### config.mk
export PLATFORM = sky130hd
export DESIGN_NAME = deser8_flat
export DESIGN_NICKNAME = d
export VERILOG_FILES = /design/src/rtl/deser8_if.sv /design/src/rtl/deser8.sv /design/src/flat_wrapper.sv
export SDC_FILE = /design/constraint.sdc
export NUM_CORES = 1
export LEC_CHECK = 0
export BUFFER_PORTS_ARGS = -buffer_cell sky130_fd_sc_hd__buf_2
export CORE_UTILIZATION = 40
export CTS_CLUSTER_DIAMETER = 50
export DETAILED_ROUTE_END_ITERATION = 16
export GPL_TIMING_DRIVEN = 0
export HOLD_SLACK_MARGIN = 0.03
export PLACE_DENSITY = 0.64
export SYNTH_ARGS = -nofsm -noshare
export SYNTH_HDL_FRONTEND = slang
export SYNTH_SLANG_ARGS = --single-unit
### constraint.sdc
create_clock -name clk -period 4.1 [get_ports clk]
set_input_delay 0.205 -clock clk [delete_from_list [all_inputs] [get_ports clk]]
set_output_delay 0.205 -clock clk [all_outputs]
set_load 0.01 [all_outputs]
### src/rtl/deser8_if.sv
// Serial-in / byte-out stream bundle for deser8: bit input side, word output side
// and the partial-word bit counter.
interface deser8_if;
  logic       in_valid;
  logic       in_bit;
  logic       in_ready;
  logic       out_valid;
  logic [7:0] out_data;
  logic       out_ready;
  logic       out_any;
  logic [2:0] bit_count;

  // master: the environment that feeds bits and consumes words
  modport master (
    output in_valid, in_bit, out_ready,
    input  in_ready, out_valid, out_data, out_any, bit_count
  );

  // slave: the deserialiser itself
  modport slave (
    input  in_valid, in_bit, out_ready,
    output in_ready, out_valid, out_data, out_any, bit_count
  );
endinterface

### src/rtl/deser8.sv
// 1-bit to 8-bit deserialiser with a one-word output buffer. While a finished word
// waits, bits 1..7 of the next word can still be collected in the shift register.
module deser8 #(
  parameter bit MSB_FIRST = 1'b1
) (
  input logic   clk,
  input logic   reset,
  deser8_if.slave bus
);

  logic [7:0] shreg_p0;
  logic [2:0] cnt_p0;
  logic [7:0] word_p1;
  logic       any_p1;
  logic       vld_p1;

  logic       in_rdy;
  logic       in_fire;
  logic       out_fire;
  logic       word_done;
  logic [7:0] shreg_nxt;

  // MSB-first shifts toward bit 7; LSB-first shifts toward bit 0.
  function automatic logic [7:0] insert_bit(input logic [7:0] cur, input logic b);
    if (MSB_FIRST) return {cur[6:0], b};
    else           return {b, cur[7:1]};
  endfunction

  // Only the 8th bit can be blocked, and only by a word that is not leaving now.
  assign in_rdy    = ~((cnt_p0 == 3'd7) & vld_p1 & ~bus.out_ready);
  assign in_fire   = bus.in_valid & in_rdy;
  assign out_fire  = vld_p1 & bus.out_ready;
  assign word_done = in_fire & (cnt_p0 == 3'd7);
  assign shreg_nxt = insert_bit(shreg_p0, bus.in_bit);

  // Stage p0: bit accumulation
  always_ff @(posedge clk) begin
    if (reset) begin
      shreg_p0 <= '0;
      cnt_p0   <= '0;
    end else if (in_fire) begin
      shreg_p0 <= shreg_nxt;
      cnt_p0   <= cnt_p0 + 3'd1;
    end
  end

  // Stage p1: completed word buffer; a word finishing on an output transfer replaces it
  always_ff @(posedge clk) begin
    if (reset) begin
      word_p1 <= '0;
      any_p1  <= 1'b0;
      vld_p1  <= 1'b0;
    end else if (word_done) begin
      word_p1 <= shreg_nxt;
      any_p1  <= |shreg_nxt;
      vld_p1  <= 1'b1;
    end else if (out_fire) begin
      any_p1  <= 1'b0;
      vld_p1  <= 1'b0;
    end
  end

  assign bus.in_ready  = in_rdy;
  assign bus.out_valid = vld_p1;
  assign bus.out_data  = word_p1;
  assign bus.out_any   = any_p1;
  assign bus.bit_count = cnt_p0;

endmodule

### src/flat_wrapper.sv
// flat-port wrapper written by rule: the top's interface ports become plain ports
module deser8_flat 
#(
  parameter bit MSB_FIRST = 1'b1
)
  (clk, reset, bus_in_valid, bus_in_bit, bus_out_ready, bus_in_ready, bus_out_valid, bus_out_data, bus_out_any, bus_bit_count);
  deser8_if bus_i ();
  input logic clk;
  input logic reset;
  input wire logic [$bits(bus_i.in_valid)-1:0] bus_in_valid;
  input wire logic [$bits(bus_i.in_bit)-1:0] bus_in_bit;
  input wire logic [$bits(bus_i.out_ready)-1:0] bus_out_ready;
  output wire logic [$bits(bus_i.in_ready)-1:0] bus_in_ready;
  output wire logic [$bits(bus_i.out_valid)-1:0] bus_out_valid;
  output wire logic [$bits(bus_i.out_data)-1:0] bus_out_data;
  output wire logic [$bits(bus_i.out_any)-1:0] bus_out_any;
  output wire logic [$bits(bus_i.bit_count)-1:0] bus_bit_count;
  assign bus_i.in_valid = bus_in_valid;
  assign bus_i.in_bit = bus_in_bit;
  assign bus_i.out_ready = bus_out_ready;
  assign bus_in_ready = bus_i.in_ready;
  assign bus_out_valid = bus_i.out_valid;
  assign bus_out_data = bus_i.out_data;
  assign bus_out_any = bus_i.out_any;
  assign bus_bit_count = bus_i.bit_count;
  deser8 #(.MSB_FIRST(MSB_FIRST)) u_core (.clk(clk), .reset(reset), .bus(bus_i));
endmodule
==> summary.txt, run 1 <==
Global routing
  • Via count of the first global-routing pass: 658
  • GRT Total Usage: between 15 and 20%
  • Initial antenna violation count: 0
  • Overflow left after global routing: 0
  • Largest net degree at the start of global routing: 11
  • First-pass GRT wire length: 2900 um

Run
  • Max cap viols: 0

Layout
  • Antenna diodes: 0
  • Net count of the finished layout: 121
  • Area grow syn2layout: 16.8%
  • Sequential cell area: 400 um2
  • Area of combinational cells with multiple inputs: 437 um2
  • Fill cell total of the finished layout: 205
  • Share of post-route cells with drive strength above 1: 26.8%

Logic synthesis
  • Largest family of logic cells by synthesized area: simple AND/OR/NAND/NOR gates
  • Library cells used by synthesis: 21
  • Synth area leaders: dfxtp_1 46%, mux2i_1 10%, nand2b_1 9.3%, a21oi_1 5.7%, nand3_1 5.2%
  • Synth top cells by count: 20 x dfxtp_1, 13 x nand2b_1, 10 x a21oi_1
  • Synth area leader: dfxtp_1
  • Leading cell type by number of instances after synthesis: dfxtp_1
  • Cell count after synthesis: 91
  • Share of the synthesized area in compound gates (AO/OA/AOI/OAI): approximately 13%
  • Fraction of synthesized area in multiplexers: 12.1%
  • Adder and majority cell fraction of the synthesized area: roughly 2.9%
  • Post-synthesis average cell area: 9.58 um2
  • Xor and xnor area share after synthesis: 0%
  • Number of enable-type register cells in the synthesized netlist: 0
  • Post-synthesis simple-gate area fraction: a little over a fifth
  • Fraction of registers with async set or reset after synthesis: 0%
  • Area fraction of the dominant cell type after synthesis: 45.9%
  • Part of the Yosys area used for sequential elements: 45.9%
  • Syn Nets: 98
  • Synth Cell Area: between 800 and 900 um2
  • Number of flip-flops and latches in the synthesized netlist: 20
  • Most frequently used flop master after synthesis: dfxtp_1
  • Synthesis Warnings: 0

Timing
  • Setup-violating endpoint count in the final report: 0
  • Clk_skew: 0.00130 ns
  • Final period demand of the worst path: 1.55 ns
  • Period Utilization, post-route: about 38%
  • Number of max-slew violations in the final report: 0
  • Max-slew headroom: 78.8%
  • Total negative slack: 0 ns
  • Final number of hold-violating endpoints: 0
  • Slew at the pin with the worst max-slew slack: 0.318 ns
  • Worst setup slack after layout: roughly 2.5 ns
  • Highest attainable clock frequency: 0.644 GHz
  • Setup repair after global routing missed its margin: false

Setup path
  • Reg2reg end: u_core.bus.bit_count[0]
  • R2R Path Start: u_core.bus.bit_count[0]
  • Worst-case register-to-register setup slack: about 2.5 ns
  • Worst Setup End Kind: register
  • Worst-path fanout max: 10
  • Number of cell instances on the worst register-to-register path: 5
  • Required time worst endpoint: about 4.3 ns
  • Worst path arrival time: 1.75 ns
  • Timing startpoint of the critical path: u_core.bus.bit_count[0]
  • Crit path kind: reg -> reg
  • Setup crit start kind: register
  • Last element of the critical path: u_core.bus.bit_count[0]

Clocking
  • Total number of H-tree levels: 1
  • Setup bufs post-CTS: 0
  • Clock transition at path regs: ~0.1 ns
  • Hold Buf Count CTS: 0
  • Cts repair resizes: 0
  • Sinks on Clock Net: 20
  • Number of clock buffers inserted by TritonCTS: 3
  • Root Buffer Master: clkbuf_4
  • Clock Latency Late Sink: around 0.30 ns
  • CTS max path bufs: 2
  • Clock tree from TritonCTS: yes

Detailed routing
  • Number of nets still failing antenna checks after routing: 0
  • DR vias: between 600 and 700
  • Initial DRT Pass Iterations: 5
  • Wire length after detailed routing: 1620 um
  • Average vias per placed instance: 5.01
  • Wire length per cell after detailed routing: 11.7 um
  • DRC violations left: 0
  • Number of violations reported at the end of detailed-routing iteration 0: 9

Placement
  • HPWL after detailed placement: 1230 um
  • Routability Congestion: 0.766
  • Number of buffer cells added on primary ports: 18
  • Post-Place Setup Slack: 2.56 ns

Floorplanning
  • Die H: 48.7 um
  • Die width: 48.7 um
  • # IOs: 19
  • Core footprint: 2000 um2
  • Area of the die: about 2400 um2
  • Number of placement rows: 16
  • Initial cell density of the core: 43.6%

Power
  • Total power density per cell area: 310 nW/um2
  • Switching Fraction: approximately 23%
  • Sequential power share: 63.3%
  • Leak pwr: 0.432 nW
  • PnR Total Power: 316 uW
  • Clk network pwr share: 29.0%
  • Internal: 244 uW
  • Switching power: ~70 uW
  • Largest voltage drop on the vdd net: 0.170 mV
  • Combinational share of power: 7.6%

Outcome
  • Result of the run: completed

Hold path
  • Tightest Hold Check Type: in -> reg
## metal layers
layer / wire length [um] / global-route usage [%]
met5: 0 / 0
met4: 25 / 7.35
met3: 81 / 4.72
met2: 737 / 24.1
met1: 779 / 20.3
## logic make-up (layout without fill, tap and decap cells)
| family | count (synthesis) | in the layout |
|---|---|---|
| adder cells (fa/ha/maj) | 2 | 2 |
| buffers and inverters | 6 | 27 |
| AND/OR/NAND/NOR | 32 | 32 |
| flip-flops | 20 | 20 |
| multiplexers | 10 | 10 |
| AO/OA/AOI/OAI | 21 | 21 |
## stage by stage
stage | std cells | hold slack [ns] | area, um2 | util (%)
after CTS | 139 | 0.171 | 1020 | 50.9
after detailed placement | 136 | 0.464 | 996 | 49.8
after floorplan | 91 | 0.353 | 872 | -
after global routing | 139 | 0.191 | 1020 | 50.9
after global placement | 136 | 0.461 | 996 | 49.8
final | 139 | 0.170 | 1020 | 50.9
## worst max-delay path, cell delays in order (launching register included)
cell,delay (ns)
dfxtp_1,0.35
ha_1,0.21
ha_1,0.25
a21boi_2,0.16
buf_6,0.18
mux2_4,0.30
## cell type report
cell class	count	share of cell area (%)
clock buffers	3	2.21
multi-input cells	65	42.9
repair buffers	18	8.85
well taps	27	3.32
flip-flops and latches	20	39.3
plain buffers	6	3.44
## how the worst min path moves through the flow
stage                                      start                endpoint  depth (start not counted)
after global routing                  bus_in_bit      u_core.shreg_p0[0]                          3
after global placement    u_core.bus.out_data[3]  u_core.bus.out_data[3]                          2
after floorplan                       bus_in_bit  u_core.bus.out_data[0]                          2
final                                 bus_in_bit  u_core.bus.out_data[0]                          3
after CTS                             bus_in_bit  u_core.bus.out_data[0]                          3
after detailed placement  u_core.bus.out_data[6]  u_core.bus.out_data[6]                          2
## power by group through the flow
stage / combinational [mW] / clock [mW] / sequential [mW]
after floorplan: 0.0156 / 0 / 0.205
after global placement: 0.0240 / 0 / 0.204
after detailed placement: 0.0247 / 0 / 0.205
after CTS: 0.0247 / 0.0931 / 0.200
after global routing: 0.0270 / 0.100 / 0.201
final: 0.0241 / 0.0918 / 0.200
## registers in the layout, summed over array words and instances, names as in the netlist
signal                flops
u_core.bus.out_data       8
u_core.bus.out_valid      1
u_core.bus.bit_count      3
u_core.shreg_p0           7
u_core.bus.out_any        1
## cells in the final DEF (no fill, tap or decap), drive strengths merged, types with 2 or more instances in the layout
| cell type | instances |
|---|---|
| mux2i | 9 |
| nor4 | 2 |
| nand3 | 9 |
| nor2b | 2 |
| nand2 | 2 |
| o21ai | 8 |
| a21oi | 10 |
| nand2b | 13 |
| buf | 23 |
| dfxtp | 20 |
| ha | 2 |
| clkbuf | 4 |
| nor2 | 2 |
(Power assumes the default switching activity.)
==> inputs of run 2 (changes only) <==
clock period = 1.5 ns   (was 4.1 ns; I/O delays follow)
==> summary.txt, run 2 (synthesis results as in run 1) <==
Outcome
  • Result of the run: completed (unchanged)

Layout
  • Sequential cell area: 402 um2 (was 400 um2)
  • Antenna diodes: 0 (unchanged)
  • Fill cell total of the finished layout: 202 (was 205)
  • Final cell area excluding filler cells: 1050 um2 (was 1020 um2)
  • Share of post-route cells with drive strength above 1: 30.7% (was 26.8%)
  • Net count of the finished layout: 123 (was 121)
  • Max reg flops: 8 (unchanged)
  • Most common cell after layout, fill and taps aside: buf_2 (unchanged)
  • Most used cells in the layout excluding fill and tap cells: 22 x buf_2, 19 x dfxtp_1, 13 x nand2b_1 (was 22 x buf_2, 20 x dfxtp_1, 13 x nand2b_1)
  • Area of combinational cells with multiple inputs: 442 um2 (was 437 um2)
  • Area grow syn2layout: 20.7% (was 16.8%)

Clocking
  • Total number of H-tree levels: 1 (unchanged)
  • Root Buffer Master: clkbuf_4 (unchanged)
  • Clock Latency Late Sink: 0.30 ns (about the same)
  • Number of clock buffers inserted by TritonCTS: 3 (unchanged)
  • Hold Buf Count CTS: 0 (unchanged)
  • Clock tree from TritonCTS: yes (unchanged)
  • Sinks on Clock Net: 20 (unchanged)
  • CTS max path bufs: 2 (unchanged)
  • Clock transition at path regs: 0.11 ns (was 0.10 ns)

Timing
  • Max-slew headroom: 78.7% (was 78.8%)
  • Clk_skew: 0.00597 ns (was 0.00130 ns)
  • Setup repair after global routing missed its margin: false (unchanged)
  • Final period demand of the worst path: 1.43 ns (was 1.55 ns)
  • Setup-violating endpoint count in the final report: 0 (unchanged)
  • Final number of hold-violating endpoints: 0 (unchanged)
  • Number of max-slew violations in the final report: 0 (unchanged)
  • Period Utilization, post-route: 95.1% (was 37.9%)
  • Worst setup slack after layout: 0.0730 ns (was 2.55 ns)
  • Slew at the pin with the worst max-slew slack: 0.319 ns (was 0.318 ns)
  • Highest attainable clock frequency: 0.701 GHz (was 0.644 GHz)

Setup path
  • Required time worst endpoint: 1.70 ns (was 4.30 ns)
  • Worst path arrival time: 1.63 ns (was 1.75 ns)
  • Setup crit start kind: register (unchanged)
  • Worst-case register-to-register setup slack: 0.07 ns (was 2.55 ns)
  • Worst-path fanout max: 6 (was 10)
  • Crit path kind: reg -> reg (unchanged)
  • Worst Setup End Kind: register (unchanged)

Power
  • Largest voltage drop on the vdd net: 0.466 mV (was 0.170 mV)
  • Leak pwr: 0.444 nW (was 0.432 nW)
  • Total power density per cell area: 831 nW/um2 (was 310 nW/um2)

Detailed routing
  • Number of nets still failing antenna checks after routing: 0 (unchanged)
  • Wire length after detailed routing: 1670 um (was 1620 um)
  • DR vias: 709 (was 696)
  • Wire length per cell after detailed routing: 11.8 um (was 11.7 um)
  • DRC violations left: 0 (unchanged)
  • Initial DRT Pass Iterations: 4 (was 5)
  • Number of violations reported at the end of detailed-routing iteration 0: 10 (was 9)
  • Average vias per placed instance: 5.03 (was 5.01)

Global routing
  • Overflow left after global routing: 0 (unchanged)
  • GRT Total Usage: 16.0% (was 15.8%)
  • Initial antenna violation count: 0 (unchanged)
  • Largest net degree at the start of global routing: 11 (unchanged)
  • Via count of the first global-routing pass: 665 (was 658)
  • First-pass GRT wire length: 2950 um (was 2900 um)

Floorplanning
  • # IOs: 19 (unchanged)
  • Die width: 48.7 um (unchanged)
  • Die H: 48.7 um (unchanged)
  • Area of the die: 2370 um2 (unchanged)
  • Initial cell density of the core: 43.6% (unchanged)
  • Number of placement rows: 16 (unchanged)
  • Core footprint: 2000 um2 (unchanged)

Hold path
  • Tightest Hold Check Type: in -> reg (unchanged)

Placement
  • Post-DP Area: 996 um2 (unchanged)
  • HPWL after detailed placement: 1230 um (unchanged)
  • Routability Congestion: 0.766 (unchanged)
  • Number of buffer cells added on primary ports: 18 (unchanged)
  • Post-Place Setup Slack: -0.0430 ns (was 2.56 ns)

Run
  • Max cap viols: 0 (unchanged)
-- run 2: routing by layer --
layer  wire length, um  GRT usage, %
met1               787          21.1
met2               779          24.1
met3                76          4.72
met4                25          7.35
met5                 0             0
-- run 2: power breakdown --
part / total [mW] / internal, mW / switching [mW]
logic: 0.0749 / 0.0408 / 0.0341
clock network: 0.252 / 0.0938 / 0.159
registers: 0.547 / 0.540 / 0.00715
-- run 2: final cells by class --
| class | count | share of cell area, % |
|---|---|---|
| multi-input combinational | 65 | 42.0 |
| sequential | 20 | 38.2 |
| timing repair buffer | 20 | 11.2 |
| buffer | 6 | 3.33 |
| tap | 27 | 3.21 |
| clock buffer | 3 | 2.14 |
-- run 2: worst paths after layout --
kind,start,to,cells after the start
max reg2reg,u_core.bus.bit_count[0],u_core.bus.bit_count[0],5
min reg2reg,u_core.bus.out_data[6],u_core.bus.out_data[6],2
max,u_core.bus.bit_count[0],u_core.bus.bit_count[0],5
min,bus_in_bit,u_core.bus.out_data[0],3
-- run 2: metrics by stage --
step	hold slack, ns	utilization, %	power, mW	setup TNS [ns]	instances
after floorplan	0.223	-	0.603	0	91
after global placement	0.362	49.8	0.624	-0.0324	136
after detailed placement	0.364	49.8	0.627	-0.0430	136
after CTS	0.0410	52.3	0.877	0	141
after global routing	0.0615	52.6	0.905	0	141
final	0.0424	52.6	0.875	0	141
-- run 2: worst max-delay path: stages (launching register included) --
cell and delay (ns):
dfxtp_2 0.35, ha_1 0.20, ha_2 0.22, a21boi_2 0.14
buf_6 0.13, mux2_4 0.29
-- run 2: timing repair --
item	in CTS	in global routing
setup buffers	2	0
gates resized for setup	0	3
setup endpoints to repair	1	20
==> inputs of run 3 (changes only) <==
ABC_AREA = 1   (was not set)
==> summary.txt, run 3 <==
Outcome
  • Result of the run: completed (unchanged)

Layout
  • Max reg flops: 8 (unchanged)
  • Area grow syn2layout: 22.8% (was 20.7%)
  • Area of combinational cells with multiple inputs: 372 um2 (was 442 um2)
  • Fill cell total of the finished layout: 202 (unchanged)
  • Most common cell after layout, fill and taps aside: nand2_1 (was buf_2)
  • Net count of the finished layout: 137 (was 123)
  • Sequential cell area: 405 um2 (was 402 um2)
  • Number of standard cells in the layout, taps in and fillers out: 156 (was 141)
  • Most used cells in the layout excluding fill and tap cells: 28 x nand2_1, 19 x buf_2, 18 x dfxtp_1 (was 22 x buf_2, 19 x dfxtp_1, 13 x nand2b_1)
  • Finished Core Util: 52.3% (was 52.6%)
  • Antenna diodes: 0 (unchanged)
  • Share of post-route cells with drive strength above 1: 35.7% (was 30.7%)

Setup path
  • Worst-case register-to-register setup slack: 0.08 ns (was 0.07 ns)
  • Crit path kind: reg -> reg (unchanged)
  • Worst-path fanout max: 6 (unchanged)
  • Reg2reg end: u_core.shreg_p0[1] (was u_core.bus.bit_count[0])
  • R2R Path Start: u_core.bus.bit_count[0] (unchanged)
  • Number of cell instances on the worst register-to-register path: 7 (was 5)
  • Setup crit start kind: register (unchanged)
  • Worst Setup End Kind: register (unchanged)
  • Worst path arrival time: 1.61 ns (was 1.63 ns)
  • Required time worst endpoint: 1.70 ns (about the same)

Logic synthesis
  • Most frequently used flop master after synthesis: dfxtp_1 (unchanged)
  • Post-synthesis average cell area: 7.88 um2 (was 9.58 um2)
  • Cell count after synthesis: 106 (was 91)
  • Synth area leader: dfxtp_1 (unchanged)
  • Number of enable-type register cells in the synthesized netlist: 0 (unchanged)
  • Part of the Yosys area used for sequential elements: 47.9% (was 45.9%)
  • Synth area leaders: dfxtp_1 48%, nand2_1 13%, nor2_2 7.5%, nor2_1 7.2%, o21ai_0 5.4% (was dfxtp_1 46%, mux2i_1 10%, nand2b_1 9.3%, a21oi_1 5.7%, nand3_1 5.2%)
  • Leading cell type by number of instances after synthesis: nand2_1 (was dfxtp_1)
  • Syn Nets: 113 (was 98)
  • Fraction of registers with async set or reset after synthesis: 0% (unchanged)
  • Library cells used by synthesis: 15 (was 21)
  • Number of flip-flops and latches in the synthesized netlist: 20 (unchanged)
  • Synthesis Warnings: 0 (unchanged)
  • Synth top cells by count: 28 x nand2_1, 20 x dfxtp_1, 16 x nor2_1 (was 20 x dfxtp_1, 13 x nand2b_1, 10 x a21oi_1)
  • Area fraction of the dominant cell type after synthesis: 47.9% (was 45.9%)
  • Synth Cell Area: 836 um2 (was 872 um2)

Timing
  • Final period demand of the worst path: 1.42 ns (was 1.43 ns)
  • Max-slew headroom: 87.6% (was 78.7%)
  • Worst setup slack after layout: 0.0846 ns (was 0.0730 ns)
  • Period Utilization, post-route: 94.4% (was 95.1%)
  • Worst hold-check slack: 0.0481 ns (was 0.0424 ns)
  • Number of max-slew violations in the final report: 0 (unchanged)
  • Slew at the pin with the worst max-slew slack: 0.185 ns (was 0.319 ns)
  • Final number of hold-violating endpoints: 0 (unchanged)
  • Clk_skew: 0.00556 ns (was 0.00597 ns)
  • Setup-violating endpoint count in the final report: 0 (unchanged)
  • Highest attainable clock frequency: 0.707 GHz (was 0.701 GHz)

Detailed routing
  • Number of violations reported at the end of detailed-routing iteration 0: 12 (was 10)
  • DRC violations left: 0 (unchanged)
  • Number of nets still failing antenna checks after routing: 0 (unchanged)
  • DR vias: 726 (was 709)
  • Wire length per cell after detailed routing: 10.3 um (was 11.8 um)
  • Average vias per placed instance: 4.65 (was 5.03)
  • Initial DRT Pass Iterations: 4 (unchanged)
  • Wire length after detailed routing: 1610 um (was 1670 um)

Clocking
  • Clock tree from TritonCTS: yes (unchanged)
  • Total number of H-tree levels: 1 (unchanged)
  • Clock Latency Late Sink: 0.29 ns (was 0.30 ns)
  • Clock transition at path regs: 0.12 ns (was 0.11 ns)
  • Sinks on Clock Net: 20 (unchanged)
  • Root Buffer Master: clkbuf_4 (unchanged)
  • Number of clock buffers inserted by TritonCTS: 3 (unchanged)
  • CTS max path bufs: 2 (unchanged)

Floorplanning
  • Initial cell density of the core: 42.6% (was 43.6%)
  • # IOs: 19 (unchanged)
  • Die H: 47.7 um (was 48.7 um)
  • Core footprint: 1960 um2 (was 2000 um2)
  • Die width: 47.7 um (was 48.7 um)
  • Number of placement rows: 16 (unchanged)
  • Area of the die: 2280 um2 (was 2370 um2)

Run
  • Max cap viols: 0 (unchanged)

Hold path
  • Worst min-delay path endpoint: u_core.bus.out_data[0] (unchanged)
  • Worst hold path startpoint: reset (was bus_in_bit)
  • Tightest Hold Check Type: in -> reg (unchanged)
  • Worst Hold Path Cells: 2 (was 3)

Global routing
  • Overflow left after global routing: 0 (unchanged)
  • Via count of the first global-routing pass: 567 (was 665)
  • First-pass GRT wire length: 2440 um (was 2950 um)
  • Initial antenna violation count: 0 (unchanged)
  • GRT Total Usage: 15.2% (was 16.0%)
  • Largest net degree at the start of global routing: 12 (was 11)

Power
  • Largest voltage drop on the vdd net: 0.440 mV (was 0.466 mV)
  • PnR Total Power: 983 uW (was 875 uW)
  • Total power density per cell area: 958 nW/um2 (was 831 nW/um2)
  • Leak pwr: 0.473 nW (was 0.444 nW)

Placement
  • Post-Place Setup Slack: 0.0598 ns (was -0.0430 ns)
  • Cell count after placement: 150 (was 136)
  • Number of buffer cells added on primary ports: 17 (was 18)
  • HPWL after detailed placement: 1130 um (was 1230 um)
  • Routability Congestion: 0.768 (was 0.766)
==> run 3: cell types whose count changed after synthesis, sizes merged, moves of 2 or more <==
cell,delta
a21oi,-2
inv,+6
mux2i,-9
nand2,+27
nand2b,-13
nand3,-7
nor2,+24
nor2b,-2
nor4,-2
==> run 3: repair_timing <==
item / in CTS / in global routing
buffers inserted: 0 / 2
gates resized for setup: 0 / 4
hold buffers: 0 / 0
setup endpoints to repair: 0 / 11
==> run 3: where the power goes <==
part	switching, mW	internal, mW
Combinational	0.0546	0.0466
Sequential	0.0203	0.550
Clock	0.163	0.148
Total	0.238	0.745
==> run 3: worst max path at each step <==
| stage | start | endpoint | cells past startpoint |
|---|---|---|---|
| 2_1_floorplan | u_core.bus.bit_count[0] | u_core.bus.bit_count[2] | 8 |
| 3_3_place_gp | u_core.bus.bit_count[0] | u_core.shreg_p0[0] | 8 |
| 3_5_place_dp | u_core.bus.bit_count[0] | u_core.shreg_p0[3] | 8 |
| 4_1_cts | u_core.bus.bit_count[0] | u_core.shreg_p0[1] | 8 |
| 5_1_grt | u_core.bus.bit_count[1] | u_core.shreg_p0[5] | 8 |
| 6_report | u_core.bus.bit_count[0] | u_core.shreg_p0[1] | 7 |
==> run 3: routing by layer <==
layer  track usage, %  vias to the layer above  wire length [um]
met1             20.5                      328               784
met4             5.00                        0                 9
met3             2.26                        2                68
met2             24.9                       18               748
li1                 -                      378                 -
met5                0                        -                 0
==> run 3: kinds of logic (layout without fill, tap and decap cells) <==
kind of cell             Yosys count  in the layout  synth area share [%]
AND/OR/NAND/NOR                   57             57                  31.0
adder cells (fa/ha/maj)            2              2                  2.99
flip-flops                        20             20                  47.9
buffers and inverters             10             33                  7.93
AO/OA/AOI/OAI                     17             17                  10.2
==> run 3: through the flow <==
step / area [um2] / setup TNS, ns
2_1_floorplan: 836 / 0
3_3_place_gp: 955 / 0
3_5_place_dp: 955 / 0
4_1_cts: 991 / 0
5_1_grt: 1030 / -0.00271
6_report: 1030 / 0
==> run 3: critical path, cell delays in order, from the launching register on <==
cell and delay, ns:
dfxtp_4 0.37, ha_1 0.20, ha_2 0.19, nand3_2 0.11, nand2_4 0.10, buf_12 0.14, o21ai_0 0.16, nor2_1 0.06
==> run 3: final cells by class <==
type / instances / share of cell area, %
flip-flops and latches: 20 / 39.5
multi-input cells: 76 / 36.2
repair buffers: 19 / 11.0
plain buffers: 4 / 4.02
clock buffers: 4 / 3.54
well taps: 27 / 3.29
inverters: 6 / 2.44
